<file path="src/rtl/data_memory_ctrl.sv">
// Clocked single-port data memory with byte/half/word access, load extension,
// a req/ready handshake, a registered one-cycle response and optional post-reset clear.
module data_memory_ctrl #(
  parameter int ADDR_W         = 8,
  parameter bit CLEAR_ON_RESET = 1'b1
) (
  input  logic              clk,
  input  logic              rst_n,
  input  logic              req,
  input  logic              we,
  input  logic [1:0]        size,
  input  logic              sign_ext,
  input  logic [ADDR_W-1:0] addr,
  input  logic [31:0]       wdata,
  output logic              ready,
  output logic              resp_valid,
  output logic [31:0]       rdata,
  output logic              err
);

  localparam int IDX_W = ADDR_W - 2;
  localparam int DEPTH = 2 ** IDX_W;

  typedef enum logic {S_INIT, S_IDLE} state_t;

  state_t           state, state_nxt;
  logic [IDX_W-1:0] cnt;
  logic [31:0]      mem [DEPTH];

  logic             accept_p0;
  logic             legal_p0;
  logic [IDX_W-1:0] idx_p0;
  logic [1:0]       lane_p0;
  logic [3:0]       be_p0;
  logic [31:0]      wd_p0;

  function automatic logic is_legal(input logic [1:0] sz, input logic [1:0] lane);
    case (sz)
      2'b00:   is_legal = 1'b1;
      2'b01:   is_legal = ~lane[0];
      2'b10:   is_legal = (lane == 2'b00);
      default: is_legal = 1'b0;
    endcase
  endfunction

  function automatic logic [3:0] lane_mask(input logic [1:0] sz, input logic [1:0] lane);
    case (sz)
      2'b00:   lane_mask = 4'b0001 << lane;
      2'b01:   lane_mask = lane[1] ? 4'b1100 : 4'b0011;
      default: lane_mask = 4'b1111;
    endcase
  endfunction

  // Replicate right-aligned store data so every enabled lane sees its byte.
  function automatic logic [31:0] place_wdata(input logic [1:0] sz, input logic [31:0] d);
    case (sz)
      2'b00:   place_wdata = {4{d[7:0]}};
      2'b01:   place_wdata = {2{d[15:0]}};
      default: place_wdata = d;
    endcase
  endfunction

  function automatic logic [31:0] load_fmt(input logic [31:0] word, input logic [1:0] sz,
                                           input logic [1:0] lane, input logic sx);
    logic [7:0]  b;
    logic [15:0] h;
    b = word[{lane, 3'b000} +: 8];
    h = lane[1] ? word[31:16] : word[15:0];
    case (sz)
      2'b00:   load_fmt = {{24{sx & b[7]}}, b};
      2'b01:   load_fmt = {{16{sx & h[15]}}, h};
      default: load_fmt = word;
    endcase
  endfunction

  always_ff @(posedge clk) begin
    if (!rst_n) state <= CLEAR_ON_RESET ? S_INIT : S_IDLE;
    else        state <= state_nxt;
  end

  always_ff @(posedge clk) begin
    if (!rst_n)              cnt <= '0;
    else if (state == S_INIT) cnt <= cnt + 1'b1;
  end

  always_comb begin
    state_nxt = state;
    if (state == S_INIT && cnt == IDX_W'(DEPTH - 1)) state_nxt = S_IDLE;
  end

  // Gating with rst_n keeps ready low while reset is held, even when no clear runs.
  always_comb begin
    ready = rst_n && (state == S_IDLE);
  end

  assign accept_p0 = req & ready;
  assign lane_p0   = addr[1:0];
  assign idx_p0    = addr[ADDR_W-1:2];
  assign legal_p0  = is_legal(size, lane_p0);
  assign be_p0     = lane_mask(size, lane_p0);
  assign wd_p0     = place_wdata(size, wdata);

  always_ff @(posedge clk) begin
    if (rst_n && state == S_INIT) begin
      mem[cnt] <= '0;
    end else if (accept_p0 && we && legal_p0) begin
      for (int i = 0; i < 4; i++)
        if (be_p0[i]) mem[idx_p0][8*i +: 8] <= wd_p0[8*i +: 8];
    end
  end

  // Response stage: result registered at the accepting edge, visible the next cycle.
  always_ff @(posedge clk) begin
    if (!rst_n) begin
      resp_valid <= 1'b0;
      err        <= 1'b0;
      rdata      <= '0;
    end else begin
      resp_valid <= accept_p0;
      err        <= accept_p0 & ~legal_p0;
      if (accept_p0)
        rdata <= (!we && legal_p0) ? load_fmt(mem[idx_p0], size, lane_p0, sign_ext) : 32'h0;
    end
  end

endmodule

</file>
<file path="config.mk">
export PLATFORM = sky130hd
export DESIGN_NAME = data_memory_ctrl
export DESIGN_NICKNAME = d
export VERILOG_FILES = /design/src/rtl/data_memory_ctrl.sv
export SDC_FILE = /design/constraint.sdc
export NUM_CORES = 2
export LEC_CHECK = 0
export CORE_UTILIZATION = 61
export CTS_CLUSTER_SIZE = 25
export DETAILED_ROUTE_END_ITERATION = 8
export GPL_TIMING_DRIVEN = 0
export PLACE_DENSITY = 0.78
export SLEW_MARGIN = 20
export SYNTH_ARGS = -nofsm -noshare
export SYNTH_HDL_FRONTEND = slang
export SYNTH_SLANG_ARGS = --single-unit
</file>
<file path="constraint.sdc">
create_clock -name clk -period 4.3 [get_ports clk]
set_input_delay 0.645 -clock clk [delete_from_list [all_inputs] [get_ports clk]]
set_output_delay 0.645 -clock clk [all_outputs]
set_load 0.02 [all_outputs]
</file>
==> metrics <==
Final #Nets=4317; Max IR drop VDD=0.000462 V; post-synthesis sequential area ratio=0.759; H-Tree Depth=4; Worst Path Required=5.09 ns; Gate power share=0.053; CTS Buf Count=around 200; synth warn=0; crit start category=input pin; Die ar.=0.136 mm²; Fmax achieved=222 MHz; Worst Hold Slack=0.457 ns; first drt pass iteration count=8; Initial Util=0.615; number of fill cells=7355; Synth Area per Inst=roughly 21 µm²; initial antenna violation count=23; clock network power share=0.418; core area=0.133 mm²; max incr delay on CP=between 0.4 and 0.5 ns; register share of total power=0.529; largest net degree at the start of global routing=53; crit end category=flop; outcome=finished, violations left; crit path buf inv count=6; hold wc startpoint=rdata[11]; Hold Path Cell Cnt=2; GR Util All Layers=0.448; worst-margin pin slew=1.36 ns; syn nets=3907; Slew headroom=0.0906; register area=0.0623 mm²; Die H=369 µm; Clock Path Buffers=3; unique cell type count in the Yosys netlist=67; number of nets still failing antenna checks after routing=0; post-placement cell count=5758; worst endpoint data arrival time=5.29 ns; worst path cell trace=buf_2 -> buf_2 -> buf_4 -> buf_4 -> buf_6 -> buf_2 -> mux4_2 -> o22ai_1 -> o31ai_1 -> nand3_2 -> nand2b_1 -> a31oi_2 -> o21a_1; vias per cell=between 7 and 8; RePlAce Congestion=1.09; worst r2r dst=mem[26][8]; fin crit share=1.05; Die X=369 µm; commonest non-fill, non-tap cell in the layout=edfxtp_1; Worst Skew=roughly 0.038 ns; fin crit period=4.50 ns; post-route cell area=approximately 0.096 mm²; cell area after synthesis=0.0821 mm²; asr flop ratio synth=0; Final Hold Fails=0; final wirelength=303 mm; DR iter-0 viols=between 9000 and 10000; crit path max-delay cell type=buf_2; Final Worst Setup Slack=-0.199 ns; Rows=134; critical path's top delay family=buffers and inverters; Reg clk slew, reported paths=0.06 ns; first-pass GRT wire length=397 mm; Synth top area share=0.749; count of final setup violators=46; Max-cap violations=0; largest cells by area after synthesis=edfxtp_1, mux4_2, nor2_1; failing checks=negative setup slack; EDFF count, synth=~2000; worst skew pair latency=~0.88 ns; Max Slew Vio Count=0; Cell Area, Placed=0.0867 mm²; Worst Hold Class=reg -> reg; ys flop type=edfxtp_1; sw frac=0.226; reg-to-reg startpoint=state; I/O pin count=around 80; grt total ovfl=0; fin cells=about 6200; Worst Reg-to-Reg Cells=10; top cell type by total area after synthesis=edfxtp_1; DP Wirelength=~190 mm; Sink Count=~2100; NetSw=0.00946 W; number of global-route vias before repair=approximately 46000; Post-CTS Hold Fix Bufs=0; PD cells=433 mW/mm²; Port-buffer cells=77; R2R Setup Slk=-0.02 ns; drt wl/cell=48.7 µm; Mapped Cells=3859; CP max FO=10; Area Overhead vs Synth=17.5%; kind of critical path=in -> reg; via count=48900; Yosys reg bits=2089; Internal Dissipation=0.0323 W; CTS root buffer=clkbuf_16; layout cells sized above 1=0.346; Leak Pwr=around 34 nW; Worst Hold End=rdata[11]; DRC violations left=0; multi-input logic area=around 0.021 mm²; commonest cells after routing, fill and taps aside=edfxtp_1, mux4_2, nor2_4; CTS tree=done; CP most frequent cell=buf_2
## Yosys cell counts (4+ instances only)
| cell type | number |
|---|---|
| buf_4 | 19 |
| nand2b_1 | 7 |
| dfxtp_1 | 41 |
| a211oi_1 | 9 |
| buf_1 | 21 |
| mux2i_1 | 120 |
| nor2b_1 | 25 |
| nor2_1 | 325 |
| buf_2 | 55 |
| o21ai_1 | 14 |
| o31ai_1 | 12 |
| a21o_1 | 4 |
| nand2_1 | 109 |
| o211ai_1 | 5 |
| o21ai_0 | 28 |
| buf_6 | 35 |
| buf_12 | 7 |
| and2_1 | 15 |
| a221oi_1 | 6 |
| nand4_1 | 6 |
| a31oi_1 | 11 |
| o221ai_1 | 15 |
| mux2_2 | 6 |
| buf_8 | 4 |
| a21oi_1 | 69 |
| clkbuf_1 | 81 |
| nand3_1 | 52 |
| or2_2 | 4 |
| nor3_1 | 10 |
| a22oi_1 | 39 |
| mux4_2 | 568 |
| edfxtp_1 | 2048 |
| o22ai_1 | 23 |
| inv_1 | 8 |
## stage by stage
| stage | setup TNS, ns | worst slack (ns) | utilization | power (W) |
|---|---|---|---|---|
| after floorplan | 0 | 0.127 | - | 0.0234 |
| after global placement | -8263.80 | -3.26 | 0.638 | 0.0244 |
| after detailed placement | -4488.37 | -2.52 | 0.650 | 0.0244 |
| after CTS | -13.57 | -0.107 | 0.718 | 0.0413 |
| after global routing | -0.000624 | -0.000624 | 0.723 | 0.0422 |
| final | -3.00 | -0.199 | 0.723 | 0.0418 |
## worst register-to-register path, cell delays in order, from the launching register on
cell and delay (ns):
dfxtp_1 0.64, and2_1 0.23, nand2_1 0.41, inv_2 0.30, nand3_1 0.29, clkbuf_2 0.39, nor3_1 0.21, nor2_1 0.14
nor2_4 0.36, nand2_2 0.42, nor2_4 0.57
## registers in the layout, indices dropped and copies added (netlist names)
name,cells
cnt,6
rdata,32
mem,2048
state,1
err,1
resp_valid,1
## power by group through the flow
| stage | sequential, W | combinational (W) | clock, W |
|---|---|---|---|
| after floorplan | 0.0225 | 0.000913 | 0 |
| final | 0.0221 | 0.00223 | 0.0174 |
| after global routing | 0.0221 | 0.00215 | 0.0179 |
| after CTS | 0.0221 | 0.00203 | 0.0172 |
| after global placement | 0.0225 | 0.00184 | 0 |
| after detailed placement | 0.0225 | 0.00190 | 0 |
## layout make-up
class | instances | area share
sequential | 2089 | 0.646
multi-input combinational | 1537 | 0.217
clock buffer | 255 | 0.0554
timing repair buffer | 212 | 0.0310
tap | 1768 | 0.0229
buffer | 220 | 0.0173
clock inverter | 104 | 0.00972
antenna | 19 | 0.000493
inverter | 11 | 0.000428
## cells by family (layout without fill, tap and decap cells)
family | count (synthesis) | in the layout | share of synthesized area
xor+xnor | 4 | 4 | 0.000427
buf+inv | 233 | 802 | 0.0175
fa+ha+maj | 1 | 1 | 0.000152
simple gates | 569 | 569 | 0.0294
other cells | 0 | 19 | 0
mux | 697 | 697 | 0.172
compound gates | 266 | 266 | 0.0215
flops | 2089 | 2089 | 0.759
## worst max path at each step
stage,start,to,cells after the start
floorplan,rst_n,mem[0][12],7
CTS,state,mem[19][17],9
global placement,rst_n,mem[55][12],8
global route,addr[5],rdata[19],12
detailed placement,addr[4],mem[15][13],11
finish,addr[3],rdata[1],13
## repair_timing
action / in CTS / in global routing
setup buffers: 65 / 15
pin swaps: 45 / 20
hold endpoints to repair: 0 / 0
setup endpoints to repair: 2587 / 1581
resized for setup: 564 / 95
## per-layer routing
metal  wire (µm)  global-route usage  share of wire  up-vias
li1            -                   -              -    17000
met1       93500               0.567           0.31    24700
met5         558              0.0135         0.0018        -
met4       25200               0.296          0.083       24
met3       57500               0.222           0.19     1291
met2      126000               0.611           0.42     5917
(Power assumes the default switching activity.)
